<file path="src/rtl/uart_pkg.sv">
// -----------------------------------------------------------------------------
// uart_pkg
// Shared definitions for the parametrised UART engine: parity-mode constants,
// TX/RX FSM state encodings, the oversampling ratio and helpers for the baud
// divisor and parity bit.
// -----------------------------------------------------------------------------
package uart_pkg;

  // Ticks per bit period.
  localparam int OVS = 16;

  // Parity modes (value of the PARITY parameter).
  localparam int PAR_NONE = 0;
  localparam int PAR_ODD  = 1;
  localparam int PAR_EVEN = 2;

  typedef enum logic [2:0] {
    TX_IDLE,
    TX_START,
    TX_DATA,
    TX_PARITY,
    TX_STOP
  } tx_state_t;

  // RX_BREAK holds off new frames until a low stop bit has cleared.
  typedef enum logic [2:0] {
    RX_IDLE,
    RX_START,
    RX_DATA,
    RX_PARITY,
    RX_STOP,
    RX_BREAK
  } rx_state_t;

  // Sysclk cycles per oversample tick, rounded down, never below 1.
  function automatic int calc_div(input int clk_hz, input int baud);
    int d;
    d = clk_hz / (baud * OVS);
    return (d < 1) ? 1 : d;
  endfunction

  // Parity bit to transmit/expect, given the XOR of all payload bits.
  function automatic logic parity_bit(input int mode, input logic payload_xor);
    return (mode == PAR_ODD) ? ~payload_xor : payload_xor;
  endfunction

endpackage

</file>
<file path="src/rtl/uart_sync_fifo.sv">
// -----------------------------------------------------------------------------
// uart_sync_fifo
// Single-clock FIFO with first-word-fall-through read data. The head word is
// presented on o_data whenever o_empty is low; o_data reads 0 when empty.
// A full FIFO still accepts a push in a cycle that also pops.
//
// Ports:
//   clk, rst_n   clock, asynchronous active-low reset
//   i_push       write i_data this cycle (ignored when full without a pop)
//   i_data       write data
//   i_pop        drop the head word (ignored when empty)
//   o_data       head word
//   o_full       DEPTH words stored
//   o_empty      no words stored
// -----------------------------------------------------------------------------
module uart_sync_fifo #(
  parameter int WIDTH = 8,
  parameter int DEPTH = 16
) (
  input  logic             clk,
  input  logic             rst_n,
  input  logic             i_push,
  input  logic [WIDTH-1:0] i_data,
  input  logic             i_pop,
  output logic [WIDTH-1:0] o_data,
  output logic             o_full,
  output logic             o_empty
);

  localparam int AW = (DEPTH > 1) ? $clog2(DEPTH) : 1;

  logic [WIDTH-1:0] r_mem [DEPTH];
  logic [AW-1:0]    r_wr_ptr;
  logic [AW-1:0]    r_rd_ptr;
  logic [AW:0]      r_count;
  logic             w_push;
  logic             w_pop;

  assign o_empty = (r_count == '0);
  assign o_full  = (r_count == (AW+1)'(DEPTH));
  assign w_pop   = i_pop && !o_empty;
  assign w_push  = i_push && (!o_full || w_pop);
  assign o_data  = o_empty ? '0 : r_mem[r_rd_ptr];

  // NOTE: sequential state is updated with non-blocking assignments so every
  // flop samples pre-edge values regardless of statement order.
  // Pointers are DEPTH-sized (power of two) so they wrap modulo DEPTH for free.
  always_ff @(posedge clk or negedge rst_n) begin
    if (!rst_n) begin
      r_wr_ptr <= '0;
      r_rd_ptr <= '0;
      r_count  <= '0;
    end else begin
      if (w_push) r_wr_ptr <= r_wr_ptr + AW'(1);
      if (w_pop)  r_rd_ptr <= r_rd_ptr + AW'(1);
      case ({w_push, w_pop})
        2'b10:   r_count <= r_count + (AW+1)'(1);
        2'b01:   r_count <= r_count - (AW+1)'(1);
        default: r_count <= r_count;
      endcase
    end
  end

  // NOTE: the storage array has no reset; stale entries are unreachable
  // because o_data is masked to 0 while the FIFO is empty.
  always_ff @(posedge clk) begin
    if (w_push) r_mem[r_wr_ptr] <= i_data;
  end

endmodule

</file>
<file path="src/rtl/uart_fifo_core.sv">
// -----------------------------------------------------------------------------
// uart_fifo_core
// Parametrised UART serial engine with 16x-oversampled RX, TX/RX FIFOs and
// parity/framing/overrun error pulses. The controller side only pushes and
// pops words through valid/ready handshakes.
//
// Ports:
//   sysclk      system clock, rising edge
//   reset       asynchronous active-low reset
//   uart_rx     serial input (asynchronous, synchronised internally)
//   uart_tx     serial output, idles high
//   tx_data     word to transmit; tx_valid/tx_ready handshake into TX FIFO
//   rx_data     head of RX FIFO; rx_valid = non-empty, rx_ready pops
//   tx_busy     TX FIFO non-empty or a frame on the line
//   parity_err  one-cycle pulse, received parity mismatch (word dropped)
//   frame_err   one-cycle pulse, stop bit sampled low (word dropped)
//   overrun     one-cycle pulse, RX FIFO full, received word dropped
// -----------------------------------------------------------------------------
module uart_fifo_core
  import uart_pkg::*;
#(
  parameter int CLK_HZ     = 100000000,
  parameter int BAUD       = 9600,
  parameter int DATA_BITS  = 8,
  parameter int PARITY     = 0,
  parameter int STOP_BITS  = 1,
  parameter int FIFO_DEPTH = 16
) (
  input  logic                 sysclk,
  input  logic                 reset,
  input  logic                 uart_rx,
  output logic                 uart_tx,
  input  logic [DATA_BITS-1:0] tx_data,
  input  logic                 tx_valid,
  output logic                 tx_ready,
  output logic [DATA_BITS-1:0] rx_data,
  output logic                 rx_valid,
  input  logic                 rx_ready,
  output logic                 tx_busy,
  output logic                 parity_err,
  output logic                 frame_err,
  output logic                 overrun
);

  localparam int          DIV       = calc_div(CLK_HZ, BAUD);
  localparam int          TCW       = (DIV > 1) ? $clog2(DIV) : 1;
  localparam logic [3:0]  LAST_BIT  = 4'(DATA_BITS - 1);
  localparam logic [3:0]  OVS_LAST  = 4'(OVS - 1);
  localparam logic [3:0]  OVS_MID   = 4'(OVS / 2 - 1);
  localparam logic [4:0]  TX_OVS_LAST = 5'(OVS - 1);
  localparam logic [4:0]  STOP_LAST = 5'(OVS * STOP_BITS - 1);

  // ---------------------------------------------------------------------------
  // Tick generator: free-running, shared by RX and TX.
  // ---------------------------------------------------------------------------
  logic [TCW-1:0] r_tick_cnt;
  logic           w_tick;

  assign w_tick = (r_tick_cnt == TCW'(DIV - 1));

  always_ff @(posedge sysclk or negedge reset) begin
    if (!reset)      r_tick_cnt <= '0;
    else if (w_tick) r_tick_cnt <= '0;
    else             r_tick_cnt <= r_tick_cnt + TCW'(1);
  end

  // ---------------------------------------------------------------------------
  // TX FIFO and FSM
  // ---------------------------------------------------------------------------
  tx_state_t            r_tx_state;
  logic [DATA_BITS-1:0] r_tx_shift;
  logic                 r_tx_par;
  logic [4:0]           r_tx_ovs;
  logic [3:0]           r_tx_bit;
  logic                 r_uart_tx;
  logic [DATA_BITS-1:0] w_txf_data;
  logic                 w_txf_full;
  logic                 w_txf_empty;
  logic                 w_tx_pop;

  // Pop on the tick that starts a frame: from IDLE, or straight out of STOP
  // so consecutive frames have no idle gap.
  assign w_tx_pop = w_tick && !w_txf_empty &&
                    ((r_tx_state == TX_IDLE) ||
                     (r_tx_state == TX_STOP && r_tx_ovs == STOP_LAST));

  uart_sync_fifo #(.WIDTH(DATA_BITS), .DEPTH(FIFO_DEPTH)) u_tx_fifo (
    .clk     (sysclk),
    .rst_n   (reset),
    .i_push  (tx_valid),
    .i_data  (tx_data),
    .i_pop   (w_tx_pop),
    .o_data  (w_txf_data),
    .o_full  (w_txf_full),
    .o_empty (w_txf_empty)
  );

  always_ff @(posedge sysclk or negedge reset) begin
    if (!reset) begin
      r_tx_state <= TX_IDLE;
      r_tx_shift <= '0;
      r_tx_par   <= 1'b0;
      r_tx_ovs   <= '0;
      r_tx_bit   <= '0;
      r_uart_tx  <= 1'b1;
    end else if (w_tick) begin
      case (r_tx_state)
        TX_IDLE: begin
          if (!w_txf_empty) begin
            r_tx_shift <= w_txf_data;
            r_tx_par   <= parity_bit(PARITY, ^w_txf_data);
            r_tx_ovs   <= '0;
            r_uart_tx  <= 1'b0;
            r_tx_state <= TX_START;
          end
        end
        TX_START: begin
          if (r_tx_ovs == TX_OVS_LAST) begin
            r_tx_ovs   <= '0;
            r_tx_bit   <= '0;
            r_uart_tx  <= r_tx_shift[0];
            r_tx_state <= TX_DATA;
          end else begin
            r_tx_ovs <= r_tx_ovs + 5'd1;
          end
        end
        TX_DATA: begin
          if (r_tx_ovs == TX_OVS_LAST) begin
            r_tx_ovs <= '0;
            if (r_tx_bit == LAST_BIT) begin
              if (PARITY != PAR_NONE) begin
                r_uart_tx  <= r_tx_par;
                r_tx_state <= TX_PARITY;
              end else begin
                r_uart_tx  <= 1'b1;
                r_tx_state <= TX_STOP;
              end
            end else begin
              r_tx_bit   <= r_tx_bit + 4'd1;
              r_uart_tx  <= r_tx_shift[1];
              r_tx_shift <= {1'b0, r_tx_shift[DATA_BITS-1:1]};
            end
          end else begin
            r_tx_ovs <= r_tx_ovs + 5'd1;
          end
        end
        TX_PARITY: begin
          if (r_tx_ovs == TX_OVS_LAST) begin
            r_tx_ovs   <= '0;
            r_uart_tx  <= 1'b1;
            r_tx_state <= TX_STOP;
          end else begin
            r_tx_ovs <= r_tx_ovs + 5'd1;
          end
        end
        TX_STOP: begin
          if (r_tx_ovs == STOP_LAST) begin
            r_tx_ovs <= '0;
            if (!w_txf_empty) begin
              r_tx_shift <= w_txf_data;
              r_tx_par   <= parity_bit(PARITY, ^w_txf_data);
              r_uart_tx  <= 1'b0;
              r_tx_state <= TX_START;
            end else begin
              r_tx_state <= TX_IDLE;
            end
          end else begin
            r_tx_ovs <= r_tx_ovs + 5'd1;
          end
        end
        default: begin
          r_uart_tx  <= 1'b1;
          r_tx_state <= TX_IDLE;
        end
      endcase
    end
  end

  assign uart_tx  = r_uart_tx;
  assign tx_ready = !w_txf_full;
  assign tx_busy  = (r_tx_state != TX_IDLE) || !w_txf_empty;

  // ---------------------------------------------------------------------------
  // RX synchroniser, FSM and FIFO
  // ---------------------------------------------------------------------------
  logic                 r_rx_meta;
  logic                 r_rx_sync;
  logic                 r_rx_prev;
  logic                 w_rx_fall;
  rx_state_t            r_rx_state;
  logic [3:0]           r_rx_ovs;
  logic [3:0]           r_rx_bit;
  logic [DATA_BITS-1:0] r_rx_shift;
  logic                 r_rx_xor;
  logic                 r_rx_par_pend;
  logic                 r_rx_done;
  logic                 r_rx_stop_ok;
  logic                 w_rx_word_ok;
  logic                 w_rx_pop;
  logic                 w_rx_push;
  logic                 w_rxf_full;
  logic                 w_rxf_empty;

  assign w_rx_fall = r_rx_prev && !r_rx_sync;

  always_ff @(posedge sysclk or negedge reset) begin
    if (!reset) begin
      r_rx_meta <= 1'b1;
      r_rx_sync <= 1'b1;
      r_rx_prev <= 1'b1;
    end else begin
      r_rx_meta <= uart_rx;
      r_rx_sync <= r_rx_meta;
      r_rx_prev <= r_rx_sync;
    end
  end

  // r_rx_done marks the cycle after the stop sample; the word is resolved
  // (pushed or reported) in that cycle while the FSM is already back in IDLE.
  always_ff @(posedge sysclk or negedge reset) begin
    if (!reset) begin
      r_rx_state    <= RX_IDLE;
      r_rx_ovs      <= '0;
      r_rx_bit      <= '0;
      r_rx_shift    <= '0;
      r_rx_xor      <= 1'b0;
      r_rx_par_pend <= 1'b0;
      r_rx_done     <= 1'b0;
      r_rx_stop_ok  <= 1'b0;
    end else begin
      r_rx_done <= 1'b0;
      case (r_rx_state)
        RX_IDLE: begin
          if (w_rx_fall) begin
            r_rx_ovs   <= '0;
            r_rx_state <= RX_START;
          end
        end
        RX_START: begin
          if (w_tick) begin
            if (r_rx_ovs == OVS_MID) begin
              // Restarting the count at mid start-bit puts every later
              // sample at mid-bit.
              r_rx_ovs <= '0;
              if (r_rx_sync) begin
                r_rx_state <= RX_IDLE;
              end else begin
                r_rx_bit      <= '0;
                r_rx_xor      <= 1'b0;
                r_rx_par_pend <= 1'b0;
                r_rx_state    <= RX_DATA;
              end
            end else begin
              r_rx_ovs <= r_rx_ovs + 4'd1;
            end
          end
        end
        RX_DATA: begin
          if (w_tick) begin
            if (r_rx_ovs == OVS_LAST) begin
              r_rx_ovs   <= '0;
              r_rx_shift <= {r_rx_sync, r_rx_shift[DATA_BITS-1:1]};
              r_rx_xor   <= r_rx_xor ^ r_rx_sync;
              if (r_rx_bit == LAST_BIT) begin
                r_rx_state <= (PARITY != PAR_NONE) ? RX_PARITY : RX_STOP;
              end else begin
                r_rx_bit <= r_rx_bit + 4'd1;
              end
            end else begin
              r_rx_ovs <= r_rx_ovs + 4'd1;
            end
          end
        end
        RX_PARITY: begin
          if (w_tick) begin
            if (r_rx_ovs == OVS_LAST) begin
              r_rx_ovs      <= '0;
              r_rx_par_pend <= (r_rx_sync != parity_bit(PARITY, r_rx_xor));
              r_rx_state    <= RX_STOP;
            end else begin
              r_rx_ovs <= r_rx_ovs + 4'd1;
            end
          end
        end
        RX_STOP: begin
          if (w_tick) begin
            if (r_rx_ovs == OVS_LAST) begin
              r_rx_ovs     <= '0;
              r_rx_done    <= 1'b1;
              r_rx_stop_ok <= r_rx_sync;
              r_rx_state   <= r_rx_sync ? RX_IDLE : RX_BREAK;
            end else begin
              r_rx_ovs <= r_rx_ovs + 4'd1;
            end
          end
        end
        RX_BREAK: begin
          if (r_rx_sync) r_rx_state <= RX_IDLE;
        end
        default: r_rx_state <= RX_IDLE;
      endcase
    end
  end

  // Resolution priority: framing, then parity, then overrun, else push.
  assign w_rx_word_ok = r_rx_done && r_rx_stop_ok && !r_rx_par_pend;
  assign w_rx_pop     = rx_ready && !w_rxf_empty;
  assign w_rx_push    = w_rx_word_ok && (!w_rxf_full || w_rx_pop);
  assign frame_err    = r_rx_done && !r_rx_stop_ok;
  assign parity_err   = r_rx_done && r_rx_stop_ok && r_rx_par_pend;
  assign overrun      = w_rx_word_ok && w_rxf_full && !w_rx_pop;

  uart_sync_fifo #(.WIDTH(DATA_BITS), .DEPTH(FIFO_DEPTH)) u_rx_fifo (
    .clk     (sysclk),
    .rst_n   (reset),
    .i_push  (w_rx_push),
    .i_data  (r_rx_shift),
    .i_pop   (rx_ready),
    .o_data  (rx_data),
    .o_full  (w_rxf_full),
    .o_empty (w_rxf_empty)
  );

  assign rx_valid = !w_rxf_empty;

endmodule
</file>
<file path="config.mk">
export PLATFORM = sky130hd
export DESIGN_NAME = uart_fifo_core
export DESIGN_NICKNAME = d
export VERILOG_FILES = /design/src/rtl/uart_pkg.sv /design/src/rtl/uart_sync_fifo.sv /design/src/rtl/uart_fifo_core.sv
export SDC_FILE = /design/constraint.sdc
export NUM_CORES = 1
export LEC_CHECK = 0
export CORE_MARGIN = 3
export CORE_UTILIZATION = 35
export CTS_CLUSTER_SIZE = 20
export DETAILED_ROUTE_END_ITERATION = 10
export PLACE_DENSITY_LB_ADDON = 0.2
export SYNTH_ARGS = -nofsm -noshare
export SYNTH_HDL_FRONTEND = slang
export SYNTH_SLANG_ARGS = --single-unit
</file>
<file path="constraint.sdc">
create_clock -name sysclk -period 5.95 [get_ports sysclk]
set_input_delay 0.595 -clock sysclk [delete_from_list [all_inputs] [get_ports sysclk]]
set_output_delay 0.595 -clock sysclk [all_outputs]
set_load 0.005 [all_outputs]
</file>
After elaboration in Yosys (flattened, before gate mapping)
Memory sizes are Yosys's and may differ from the RTL's.
Cells that the tools add are included.

storage, ports and cells
  RAM bits = 256
  memories kept = 2
  input bits = 13
  output and inout port bits = 15
  register bits = 83

cells by class
  bitwise logic cells = 1
  eq/ne operators = 43
  reductions and logical operators = 54
  mux-type cells = 74
  $add $sub $neg = 13

memory list
  memory           words  width  read ports  clocked after Yosys merged registers in  wr ports  line                  source
  u_rx_fifo.r_mem  16     8      1           0                                        1         uart_sync_fifo.sv:32  logic [WIDTH-1:0] r_mem [DEPTH];
  u_tx_fifo.r_mem  16     8      1           0                                        1         uart_sync_fifo.sv:32

operators with widths
  kind                                                  number
  two-way mux 4 bit                                     14
  two-way mux 3 bit                                     18
  two-way mux 8 bit                                     5
  inequality test 2 bit (second input constant)         19
  one-hot mux 5 bit (2 select lines)                    3
  adder 4 x 1 -> 4 bit (second input constant)          7
  one-hot mux 8 bit (3 select lines)                    1
  two-way mux 1 bit                                     21
  one-hot mux 3 bit (6 select lines)                    1
  one-hot mux 4 bit (2 select lines)                    2
  adder 5 x 1 -> 5 bit (second input constant)          3
  logical AND 1 bit                                     15
  one-hot mux 3 bit (5 select lines)                    1
  AND reduction 5 bit                                   3
  AND reduction 7 bit                                   2
  equality test 3 x 2 -> 1 bit (second input constant)  4
  equality test 4 x 3 -> 1 bit (second input constant)  3
  one-hot mux 4 bit (3 select lines)                    1
  AND reduction 6 bit                                   2
  nonzero test 2 bit                                    6
  AND reduction 11 bit                                  1
  adder 10 x 1 -> 10 bit (second input constant)        1
  equality test 10 bit (second input constant)          1
  equality test 5 bit (second input constant)           2
  24 further kinds                                      49

Depth between registers and ports, before layout
Gate-level depths: netlist of the first run.

  depth in word-level cells = 9
  depth in mapped cells = 12
  gate-level depth less buffers = 11

By module
Synthesis of the first run repeated with hierarchy kept, for this count alone.

unflattened totals
  cells, all modules = 896
  area total of the unflattened synthesis = 14750.4 um^2

by module, submodules not included
  module                      instances  cells an instance  area an instance (um^2)
  uart_sync_fifo (u_rx_fifo)  1          302                5878.1
  uart_sync_fifo (u_tx_fifo)  1          300                5853.1
  uart_fifo_core              1          294                3019.1

Worst setup path after synthesis of the first run
OpenSTA, ideal clock, no wires.

  path type = input -> register
  start = in rx_ready
  end = reg u_rx_fifo.r_count[4]
  stages = 10
  buffers on the path = 0
  data arrival time = 2.802 ns
  path slack = 3.023 ns
  required time = 5.825 ns
  path through = nand3b_1 -> nor3b_1 -> inv_1 -> ha_1 -> fa_1 -> a21o_1 -> a21oi_1 -> xor2_1 -> nor2_1 -> xor2_1

on the way
  word-level cells in the longest chain between the ends = 6

RTL lines
  item                                                                             line                                         source
  from (decl)                                                                      uart_fifo_core.sv:38                         input logic rx_ready,
  logical AND 1 bit (*)                                                            uart_sync_fifo.sv:41, uart_fifo_core.sv:307
  logical OR 1 bit                                                                 uart_sync_fifo.sv:42, uart_fifo_core.sv:308
  logical AND 1 bit                                                                uart_fifo_core.sv:308                        assign w_rx_push = w_rx_word_ok && (!w_rxf_full || w_rx_pop);
  logical AND 1 bit                                                                uart_sync_fifo.sv:42                         assign w_push = i_push && (!o_full || w_pop);
  equality test 2 x 1 -> 1 bit / equality test 2 bit (equally long branches)       uart_sync_fifo.sv:56                         case ({w_push, w_pop})
  one-hot mux 5 bit (2 select lines) / nonzero test 2 bit (equally long branches)  -
  to (signal assigned)                                                             uart_sync_fifo.sv:57                         2'b10: r_count <= r_count + (AW+1)'(1);
  to (signal assigned)                                                             uart_sync_fifo.sv:58                         2'b01: r_count <= r_count - (AW+1)'(1);
  to (signal assigned)                                                             uart_sync_fifo.sv:59                         default: r_count <= r_count;
  to (decl)                                                                        uart_sync_fifo.sv:35                         logic [AW:0] r_count;

Every way passes the cells marked *; elsewhere a longest branch is shown, timed or not.
A chain may end at the register's enable or synchronous reset.

Final worst setup path of the first run
  start = reg u_rx_fifo.r_rd_ptr[0]
  end = out rx_data[0]

on the way
  word-level cells in the longest chain between the ends = 2

RTL lines
  item                    line                  source
  from (decl)             uart_sync_fifo.sv:34  logic [AW-1:0] r_rd_ptr;
  from (signal assigned)  uart_sync_fifo.sv:55  if (w_pop) r_rd_ptr <= r_rd_ptr + AW'(1);
  memory (16 x 8 bit)     -
  two-way mux 8 bit       uart_sync_fifo.sv:43  assign o_data = o_empty ? '0 : r_mem[r_rd_ptr];
  to (decl)               uart_fifo_core.sv:36  output logic [DATA_BITS-1:0] rx_data,

No other way between the ends.

==> qor.tcl, run 1 <==
set qor(status) {complete, no violations}
set qor(globalRouteTotalUtil) 0.140
set qor(cts.htree.levels) 2
set qor(rsz0062_at_grt) {false}
set qor(most_common_library_cell_in_the_layout_ignoring_fill_and_taps) {sky130_fd_sc_hd__edfxtp_1}
set qor(critPathKind) {reg2out}
set qor(timing.fmax_mhz) 249
set qor(post_synth_main_area_contributors) {sky130_fd_sc_hd__edfxtp_1 54%, sky130_fd_sc_hd__dfrtp_1 14%, sky130_fd_sc_hd__mux4_2 11%, sky130_fd_sc_hd__ha_1 2.0%, sky130_fd_sc_hd__mux2_2 1.9%}
set qor(clk_pin_slew_worst_paths_ns) 0.06
set qor(place.gp.congestion) 0.737
set qor(vias_per_cell) 5.14
set qor(post-route-period-util) 0.676
set qor(core.rowCount) 73
set qor(insertedDiodeCount) 0
set qor(portBuffers) 27
set qor(cts_buffer_depth) 3
set qor(syn_nets) 894
set qor(finalMaxSlewViolations) 0
set qor(synth_async_sr_flop_share) 0.245
set qor(layout_common_cells) {256 x sky130_fd_sc_hd__edfxtp_1, 76 x sky130_fd_sc_hd__dfrtp_1, 72 x sky130_fd_sc_hd__mux4_2}
set qor(worstMarginPinSlew_ns) 1.30
set qor(yosysTopAreaCell) {sky130_fd_sc_hd__edfxtp_1}
set qor(num_vias) 7460
set qor(comb_power_share) 0.119
set qor(clock_insertion_delay_worst_skew_ns) 0.55
set qor(timing.critical_path.arrival_ns) 3.43
set qor(detail_route.wl_per_cell_um) 20.5
set qor(hold_class) {in2async}
set qor(seq_power_share) 0.480
set qor(post_cts_resized) 0
set qor(worst_clock_skew_ns) 0.0281
set qor(count_of_synthesis_stage_warnings_from_yosys) 0
set qor(cp.required_ns) 5.36
set qor(grt_first_pass_wirelength_um) 47100
set qor(holdBufCountCts) 0
set qor(final_core_utilization) 0.412
set qor(initial_standard_cell_utilization_of_the_core) 0.358
set qor(sequential_fraction_of_the_synthesis_area) 0.681
set qor(drt_iter0_markers) 470
set qor(synth.lib_cells_used.distinct) 66
set qor(antenna_found_initial) 0
set qor(power_density_mw_per_mm2) 364
set qor(fp.dieH_um) 208
set qor(place.detailed.hpwl_um) 18400
set qor(cts_inserted_buffers) 39
set qor(areaGrowthSynthToFinish_pct) 15.1
set qor(power_switching_mw) 1.53
set qor(clock_power_share) 0.402
set qor(finalInstanceArea_sq_mm) 0.0165
set qor(antenna_violating_nets_post_route) 0
set qor(synth_top_flop_cell) {sky130_fd_sc_hd__edfxtp_1}
set qor(synth.avg_cell_area_sq_um) 16.8
set qor(residual_drc) 0
set qor(worst_slew_margin_rel) 0.126
set qor(placeableCoreArea_sq_mm) 0.0401
set qor(post-cts-setup-buffer-count) 0
set qor(netSwitchingFraction) 0.254
set qor(post-synth-top-area-fraction) 0.536
set qor(cellInternalPower_mw) 4.49
set qor(syn-instance-count) 856
set qor(ioPinCount) 28
set qor(drv_cap) 0
set qor(grt_max_degree) 44
set qor(final.setup.tns_ns) 0
set qor(drt_pre_antenna_iters) 5
set qor(root_buffer_cell) {sky130_fd_sc_hd__clkbuf_16}
set qor(global_route.overflow_total) 0
set qor(tritoncts) {yes}
set qor(post-route-min-period_ns) 4.02
set qor(chipWidth_um) 208
set qor(placedInstanceArea_sq_mm) 0.0152
set qor(timing.critical_path.from_type) {flop}
set qor(cts_num_sinks) 339
set qor(synth.ff_latch_count) 339
set qor(worst_ir_drop_on_vdd_v) 0.000231
set qor(grt_pass1_vias) 7727
set qor(final.hold.worst_slack_ns) 0.0641
set qor(syn-cell-area_sq_mm) 0.0143
set qor(number_of_enable_flip_flop_cells_after_synthesis) 256
set qor(layout.nets) 933
set qor(finalWirelength_um) 29800
set qor(die_area_sq_mm) 0.0435
set qor(critPathCaptureType) {output port}
set qor(worstPathMaxFanout) 19
set qor(total_leakage_power_nw) 6.04
set qor(finalSetupViolations) 0
set qor(final_hold_viol_count) 0
set qor(layout-drive-gt1-share) 0.204
## power by group through the flow
stage / registers, mW / logic, mW / clock network [mW]
after floorplan: 2.80 / 0.635 / 0
after global placement: 2.94 / 0.721 / 0
after detailed placement: 2.94 / 0.729 / 0
after CTS: 2.89 / 0.731 / 2.49
after global routing: 2.92 / 0.803 / 2.59
final: 2.89 / 0.713 / 2.42
## layout make-up
type,instances,area [sq um]
Fill cell,3614,23600
Multi-Input combinational cell,462,4380
Clock buffer,52,1080
Sequential cell,339,9770
Clock inverter,20,225
Tap cell,525,657
Timing Repair Buffer,38,350
Inverter,15,56.3
## metrics by stage
| step | setup WS [ns] | instances | total power [mW] |
|---|---|---|---|
| 2_1_floorplan | 3.02 | 856 | 3.44 |
| 3_3_place_gp | 2.07 | 1379 | 3.66 |
| 3_5_place_dp | 2.15 | 1379 | 3.67 |
| 4_1_cts | 1.79 | 1451 | 6.12 |
| 5_1_grt | 1.68 | 1451 | 6.31 |
| 6_report | 1.93 | 1451 | 6.02 |
## synth_stat cells, types with 2 or more instances
| master | number |
|---|---|
| sky130_fd_sc_hd__edfxtp_1 | 256 |
| sky130_fd_sc_hd__dfrtp_1 | 79 |
| sky130_fd_sc_hd__mux4_2 | 72 |
| sky130_fd_sc_hd__nor2_1 | 56 |
| sky130_fd_sc_hd__nand2_1 | 32 |
| sky130_fd_sc_hd__a21oi_1 | 26 |
| sky130_fd_sc_hd__mux2_2 | 24 |
| sky130_fd_sc_hd__ha_1 | 23 |
| sky130_fd_sc_hd__xnor2_1 | 22 |
| sky130_fd_sc_hd__nand3_1 | 21 |
| sky130_fd_sc_hd__clkbuf_1 | 20 |
| sky130_fd_sc_hd__mux2i_1 | 18 |
| sky130_fd_sc_hd__o21ai_0 | 18 |
| sky130_fd_sc_hd__inv_1 | 15 |
| sky130_fd_sc_hd__nor2b_1 | 15 |
| sky130_fd_sc_hd__nor3_1 | 14 |
| sky130_fd_sc_hd__nand2b_1 | 11 |
| sky130_fd_sc_hd__buf_1 | 10 |
| sky130_fd_sc_hd__buf_2 | 10 |
| sky130_fd_sc_hd__xor2_1 | 10 |
| sky130_fd_sc_hd__o22ai_1 | 9 |
| sky130_fd_sc_hd__a21o_1 | 6 |
| sky130_fd_sc_hd__a22o_1 | 6 |
| sky130_fd_sc_hd__and3_1 | 6 |
| sky130_fd_sc_hd__and2_1 | 5 |
| sky130_fd_sc_hd__nor3b_1 | 5 |
| sky130_fd_sc_hd__a31oi_1 | 4 |
| sky130_fd_sc_hd__dfstp_2 | 4 |
| sky130_fd_sc_hd__or3_1 | 4 |
| sky130_fd_sc_hd__a22oi_1 | 3 |
| sky130_fd_sc_hd__nand3b_1 | 3 |
| sky130_fd_sc_hd__nand4_1 | 3 |
| sky130_fd_sc_hd__nor4_1 | 3 |
| sky130_fd_sc_hd__o2bb2ai_1 | 3 |
| sky130_fd_sc_hd__or4_1 | 3 |
| sky130_fd_sc_hd__and4_1 | 2 |
| sky130_fd_sc_hd__fa_1 | 2 |
| sky130_fd_sc_hd__nor4b_1 | 2 |
| sky130_fd_sc_hd__o211ai_1 | 2 |
| sky130_fd_sc_hd__or2_2 | 2 |
| sky130_fd_sc_hd__or3b_2 | 2 |
## critical path, cell delays in order, from the launching register on
cell and delay (ns):
sky130_fd_sc_hd__dfrtp_2 0.73, sky130_fd_sc_hd__buf_4 0.45, sky130_fd_sc_hd__mux4_2 0.58, sky130_fd_sc_hd__mux4_2 0.47, sky130_fd_sc_hd__nor2b_1 0.14, sky130_fd_sc_hd__clkdlybuf4s50_1 0.48
## final timing paths
path / start / to / slack, ns / cells past startpoint
worst min-delay path: reset / r_rx_shift[5] / 0.06 / 1
max in group asynchronous: reset / u_tx_fifo.r_rd_ptr[0] / 4.86 / 2
worst min register to register: r_rx_meta / r_rx_sync / 0.37 / 0
min in group sysclk: r_rx_meta / r_rx_sync / 0.37 / 0
worst max-delay path: u_rx_fifo.r_rd_ptr[0] / rx_data[0] / 1.93 / 5
worst max register to register: u_rx_fifo.r_count[2] / u_rx_fifo.r_count[4] / 2.44 / 10
## flip-flops by register name, summed over array words and instances (netlist names), 3 cells and up
signal              count
r_rx_state              3
r_tick_cnt             10
u_tx_fifo.r_rd_ptr      4
r_tx_ovs                5
r_rx_shift              8
r_tx_state              3
u_tx_fifo.r_count       5
r_rx_ovs                4
u_tx_fifo.r_mem       128
u_rx_fifo.r_count       5
u_rx_fifo.r_rd_ptr      4
r_tx_bit                4
r_tx_shift              8
r_rx_bit                4
u_tx_fifo.r_wr_ptr      4
u_rx_fifo.r_wr_ptr      4
u_rx_fifo.r_mem       128
## metal layers
| metal | up-vias | GRT usage | routed length, um |
|---|---|---|---|
| met3 | 39 | 0.0277 | 1370 |
| met5 | - | 0 | 0 |
| met1 | 3854 | 0.197 | 13600 |
| li1 | 3431 | - | - |
| met4 | 0 | 0.0430 | 555 |
| met2 | 136 | 0.220 | 14200 |
## cell families (layout without fill, tap and decap cells)
family / count (synthesis) / after routing / synth area share
compound gates: 95 / 95 / 0.0454
xor+xnor: 32 / 32 / 0.0195
mux: 114 / 114 / 0.144
buf+inv: 55 / 125 / 0.0153
simple gates: 196 / 196 / 0.0715
flops: 339 / 339 / 0.681
fa+ha+maj: 25 / 25 / 0.0229
No activity file was read; power rests on OpenSTA's default activity.
==> run 2: changes to the inputs <==
clock period = 3.55 ns   (was 5.95 ns; I/O delays follow)
==> run 2 against run 1 <==
Compared with the run above:
- combinational power increased by 82%
- via count increased by 1.2%
- clock power increased by 66%
- cell count increased by 2.8%
- total power increased by 68%
- largest cell class unchanged
- routed wire length decreased by 2.9%
- global-route usage decreased by 0.43 points
- non-clock buffer count increased by 41
- sequential power increased by 66%
- critical endpoint is now rx_data[7]
- die area unchanged
- critical path depth unchanged
- core utilization increased by 0.77 points
==> qor.tcl, run 2 (same netlist as run 1, synthesis figures left out) <==
set qor(status) {complete, no violations}
set qor(critPathMaxStageDelay_ns) 0.55
set qor(core.rowCount) 73
set qor(rrSetupSlack_ns) 0.63
set qor(layout_common_cells) {256 x sky130_fd_sc_hd__edfxtp_1, 76 x sky130_fd_sc_hd__dfrtp_1, 72 x sky130_fd_sc_hd__mux4_2}
set qor(worst_clock_skew_ns) 0.0304
set qor(drv_cap) 0
set qor(global_route.overflow_total) 0
set qor(critPathCaptureType) {output port}
set qor(areaGrowthSynthToFinish_pct) 17.3
set qor(place.detailed.hpwl_um) 18400
set qor(finalMaxSlewViolations) 0
set qor(hold_class) {in2reg}
set qor(insertedDiodeCount) 0
set qor(final_hold_viol_count) 0
set qor(globalRouteTotalUtil) 0.135
set qor(clock_insertion_delay_worst_skew_ns) 0.55
set qor(grt_max_degree) 44
set qor(most_common_library_cell_in_the_layout_ignoring_fill_and_taps) {sky130_fd_sc_hd__edfxtp_1}
set qor(grt_first_pass_wirelength_um) 46000
set qor(final.hold.worst_slack_ns) 0.244
set qor(clk_pin_slew_worst_paths_ns) 0.06
set qor(drt_iter0_markers) 441
set qor(drt_pre_antenna_iters) 5
set qor(critPathKind) {reg2out}
set qor(placeableCoreArea_sq_mm) 0.0401
set qor(area.sequential_sq_mm) 0.00977
set qor(residual_drc) 0
set qor(antenna_found_initial) 0
set qor(slowest_stage) {sky130_fd_sc_hd__dfrtp_2}
set qor(cp.required_ns) 3.19
set qor(layout.cells.non_filler) 1491
set qor(post-cts-setup-buffer-count) 0
set qor(dp_cells) 1419
set qor(cts.htree.levels) 2
set qor(timing.fmax_mhz) 298
set qor(portBuffers) 27
set qor(finalWirelength_um) 28900
set qor(post-route-period-util) 0.944
set qor(num_vias) 7547
set qor(tritoncts) {yes}
set qor(post_cts_resized) 0
set qor(power_density_mw_per_mm2) 601
set qor(final.setup.tns_ns) 0
set qor(worst_slew_margin_rel) 0.473
set qor(worstMarginPinSlew_ns) 0.779
set qor(root_buffer_cell) {sky130_fd_sc_hd__clkbuf_16}
set qor(timing.critical_path.arrival_ns) 3.00
set qor(detail_route.wl_per_cell_um) 19.4
set qor(finalSetupViolations) 0
set qor(fillers) 3574
set qor(initial_standard_cell_utilization_of_the_core) 0.358
set qor(antenna_violating_nets_post_route) 0
set qor(layout-drive-gt1-share) 0.234
set qor(ioPinCount) 28
set qor(reg.largest.list) {u_rx_fifo.r_mem x128, u_tx_fifo.r_mem x128, r_tick_cnt x10}
set qor(cell_seen_most_often_among_critical_path_stages) {sky130_fd_sc_hd__mux4_2}
set qor(worstPathMaxFanout) 27
set qor(post-route-min-period_ns) 3.35
set qor(cts_inserted_buffers) 39
set qor(path_cells) {buf_12, mux4_2, mux4_2, nor2b_1, clkdlybuf4s50_1}
set qor(area_taken_by_multi_input_logic_gates_sq_mm) 0.00436
set qor(chipWidth_um) 208
set qor(grt_pass1_vias) 7838
set qor(die_area_sq_mm) 0.0435
set qor(rsz0062_at_grt) {false}
set qor(cts_buffer_depth) 3
set qor(layout.nets) 974
set qor(total_leakage_power_nw) 6.26
set qor(worst_ir_drop_on_vdd_v) 0.000673
set qor(final_core_utilization) 0.420
set qor(vias_per_cell) 5.06
set qor(place.gp.congestion) 0.754
set qor(timing.critical_path.from_type) {flop}
set qor(cts_num_sinks) 339
set qor(fp.dieH_um) 208
[run 2: worst max-delay path, delay by kind of cell (launching register included)]
family	cells	cell delay, ns
DFF	1	0.55
buffers and inverters	2	0.72
and+or+nand+nor	1	0.14
muxes	2	1.04
[run 2: layout make-up]
cell class	count	area share
clock buffer	48	0.0613
sequential	339	0.581
inverter	15	0.00335
multi-input combinational	462	0.259
timing repair buffer	79	0.0407
tap	525	0.0390
clock inverter	23	0.0158
[run 2: path summary, 6_finish.rpt]
path,from,to,depth (start not counted)
worst max-delay path,u_rx_fifo.r_rd_ptr[0],rx_data[7],5
worst min-delay path,uart_rx,r_rx_meta,1
worst max register to register,r_tick_cnt[0],u_tx_fifo.r_count[4],11
worst min register to register,r_rx_meta,r_rx_sync,0
max in group asynchronous,reset,r_rx_prev,3
min in group asynchronous,reset,u_rx_fifo.r_rd_ptr[2],2
[run 2: metal layers]
layer / wire length, um / vias to the layer above / global-route usage
met1: 13000 / 3878 / 0.182
met4: 486 / 0 / 0.0365
met5: 0 / - / 0
li1: - / 3512 / -
met3: 1270 / 39 / 0.0297
met2: 14100 / 118 / 0.223
[run 2: metrics by stage]
| stage | setup slack [ns] | power (mW) | cell area, sq um |
|---|---|---|---|
| after CTS | 0.129 | 10.3 | 16800 |
| final | 0.200 | 10.1 | 16800 |
| after floorplan | 0.704 | 5.76 | 14300 |
| after detailed placement | 0.634 | 6.21 | 15500 |
| after global placement | 0.710 | 6.19 | 15500 |
| after global routing | 0.0317 | 10.6 | 16800 |
[run 2: power by group]
| part | total, mW | switching [mW] | leakage, nW | internal (mW) |
|---|---|---|---|---|
| logic | 1.30 | 0.677 | 1.90 | 0.623 |
| clock network | 4.02 | 1.58 | 0.627 | 2.44 |
| registers | 4.80 | 0.278 | 3.73 | 4.52 |
[run 2: repair_timing]
item | in CTS | in global routing
hold buffers | 1 | 0
endpoints found under the hold margin | 41 | 0
endpoints found under the setup margin | 0 | 0
==> run 3: changes to the inputs <==
RECOVER_POWER = 50   (was default)
==> run 3 against run 2 <==
Compared with the run above:
- the flow now finishes with violations (max-capacitance violations, max-slew violations)
- combinational power barely moved
- total power barely moved
- via count rose by 0.32%
- core utilization barely moved
- sequential power barely moved
- register-to-register slack barely moved
- maximum frequency barely moved
- count of clock-buffer cells in the layout did not move
- non-clock buffer count did not move
- final area barely moved
- highest routed layer is now met5
- critical path depth did not move
- first-iteration DRC count fell by 1.6%
==> qor.tcl, run 3 (same netlist as run 1, synthesis figures left out) <==
set qor(cts_inserted_buffers) 39
set qor(power_density_mw_per_mm2) 602
set qor(worst_slew_margin_rel) -0.617
set qor(cp.required_ns) 3.19
set qor(hold_class) {in2reg}
set qor(drv_cap) 1
set qor(r2r-start) {r_tick_cnt[0]}
set qor(chipWidth_um) 208
set qor(layout-drive-gt1-share) 0.232
set qor(die_area_sq_mm) 0.0435
set qor(whs_endpoint) {r_rx_meta}
set qor(layout_common_cells) {256 x sky130_fd_sc_hd__edfxtp_1, 76 x sky130_fd_sc_hd__dfrtp_1, 72 x sky130_fd_sc_hd__mux4_2}
set qor(portBuffers) 27
set qor(critPathCaptureType) {output port}
set qor(placeableCoreArea_sq_mm) 0.0401
set qor(post-route-period-util) 0.944
set qor(finalMaxSlewViolations) 44
set qor(globalRouteTotalUtil) 0.135
set qor(clock_insertion_delay_worst_skew_ns) 0.55
set qor(cts_num_sinks) 339
set qor(rrSetupSlack_ns) 0.62
set qor(layout.nets) 974
set qor(most_common_library_cell_in_the_layout_ignoring_fill_and_taps) {sky130_fd_sc_hd__edfxtp_1}
set qor(holdBufCountCts) 1
set qor(seq_power_share) 0.474
set qor(post-layout-total-power_mw) 10.1
set qor(finalSetupViolations) 0
set qor(reg2reg_to) {u_tx_fifo.r_count[4]}
set qor(post-route-min-period_ns) 3.35
set qor(drt_iter0_markers) 434
set qor(worstHoldPathCells) 1
set qor(power_switching_mw) 2.54
set qor(netSwitchingFraction) 0.251
set qor(comb_power_share) 0.128
set qor(residual_drc) 0
set qor(root_buffer_cell) {sky130_fd_sc_hd__clkbuf_16}
set qor(tritoncts) {yes}
set qor(num_vias) 7571
set qor(final_core_utilization) 0.419
set qor(worstMarginPinSlew_ns) 2.43
set qor(grt_max_degree) 44
set qor(final_hold_viol_count) 0
set qor(reg.largest.list) {u_rx_fifo.r_mem x128, u_tx_fifo.r_mem x128, r_tick_cnt x10}
set qor(antenna_violating_nets_post_route) 0
set qor(detail_route.wl_per_cell_um) 19.4
set qor(worstPathMaxFanout) 27
set qor(grt_pass1_vias) 7838
set qor(initial_standard_cell_utilization_of_the_core) 0.358
set qor(clock_power_share) 0.398
set qor(status) {finished with violations}
set qor(ioPinCount) 28
set qor(clk_pin_slew_worst_paths_ns) 0.06
set qor(post-cts-setup-buffer-count) 0
set qor(rsz0062_at_grt) {false}
set qor(fp.dieH_um) 208
set qor(failed_checks) {max-capacitance violations, max-slew violations}
set qor(cellInternalPower_mw) 7.59
set qor(grt_first_pass_wirelength_um) 46000
set qor(areaGrowthSynthToFinish_pct) 17.2
set qor(core.rowCount) 73
set qor(wirelength_met1_um) 12900
set qor(worst_clock_skew_ns) 0.0306
set qor(drt_pre_antenna_iters) 5
set qor(hold_start) {uart_rx}
set qor(cts_buffer_depth) 3
set qor(post_cts_resized) 0
set qor(cts.htree.levels) 2
set qor(global_route.overflow_total) 0
set qor(place.gp.congestion) 0.754
set qor(worstRegToRegCells) 11
set qor(finalWirelength_um) 29000
set qor(critPathKind) {reg2out}
set qor(length_of_routed_met2_wiring_um) 14300
set qor(timing.critical_path.from_type) {flop}
set qor(place.detailed.hpwl_um) 18400
set qor(timing.critical_path.arrival_ns) 3.00
set qor(vias_per_cell) 5.07
set qor(met3_wirelength_um) 1270
set qor(timing.fmax_mhz) 298
set qor(total_leakage_power_nw) 6.26
set qor(final.setup.tns_ns) 0
set qor(fillers) 3577
set qor(worst_ir_drop_on_vdd_v) 0.000674
set qor(route.top_layer_used) {met5}
set qor(antenna_found_initial) 2
-- run 3: cell types whose count changed in the layout (fill, tap and decap cells not counted) --
cell                              delta
sky130_fd_sc_hd__clkdlybuf4s50_1     -9
sky130_fd_sc_hd__dlygate4sd3_1       +9
sky130_fd_sc_hd__buf_4               -3
sky130_fd_sc_hd__clkbuf_2            +2
sky130_fd_sc_hd__clkbuf_1            +1
sky130_fd_sc_hd__dfstp_1             +1
sky130_fd_sc_hd__dfstp_2             -1
sky130_fd_sc_hd__diode_2             +1
-- run 3: layout make-up --
class	count	area, sq um	share of cell area
inverter	15	56.3	0.00335
multi-input combinational	462	4360	0.259
antenna	1	2.50	0.000149
tap	525	657	0.0391
timing repair buffer	79	677	0.0402
clock inverter	23	265	0.0158
clock buffer	48	1030	0.0613
sequential	339	9770	0.581
-- run 3: per-layer routing --
layer | vias to the layer above | track usage
met5 | - | 0
met4 | 2 | 0.0365
met1 | 3882 | 0.182
li1 | 3518 | -
met2 | 129 | 0.223
met3 | 40 | 0.0297
-- run 3: worst max-delay path, cell delays in order, from the launching register on --
cell and delay [ns]:
sky130_fd_sc_hd__dfrtp_2 0.55, sky130_fd_sc_hd__buf_12 0.28, sky130_fd_sc_hd__mux4_2 0.54, sky130_fd_sc_hd__mux4_2 0.50
sky130_fd_sc_hd__nor2b_1 0.14, sky130_fd_sc_hd__clkdlybuf4s50_1 0.44
-- run 3: power by group through the flow --
stage | Sequential [mW] | Combinational, mW | Clock (mW)
finish | 4.80 | 1.30 | 4.03
global route | 4.84 | 1.46 | 4.32
CTS | 4.81 | 1.33 | 4.14
detailed placement | 4.89 | 1.32 | 0
global placement | 4.88 | 1.31 | 0
floorplan | 4.70 | 1.06 | 0
-- run 3: worst max-delay path by stage --
stage                           from                    to  slack [ns]
2_1_floorplan   u_rx_fifo.r_count[2]  u_rx_fifo.r_count[4]        0.70
3_3_place_gp           r_tick_cnt[0]  u_tx_fifo.r_count[4]        0.71
3_5_place_dp                rx_ready  u_rx_fifo.r_count[4]        0.63
4_1_cts        u_rx_fifo.r_rd_ptr[0]            rx_data[2]        0.13
5_1_grt        u_rx_fifo.r_rd_ptr[0]            rx_data[0]        0.03
6_report       u_rx_fifo.r_rd_ptr[0]            rx_data[7]        0.20
-- run 3: per-stage QoR --
step	instance area, sq um	instances	setup slack (ns)	hold WS (ns)
2_1_floorplan	14300	856	0.704	0.0594
3_3_place_gp	15500	1419	0.710	0.364
3_5_place_dp	15500	1419	0.634	0.362
4_1_cts	16800	1491	0.129	0.220
5_1_grt	16800	1492	0.0317	0.356
6_report	16800	1492	0.199	0.375
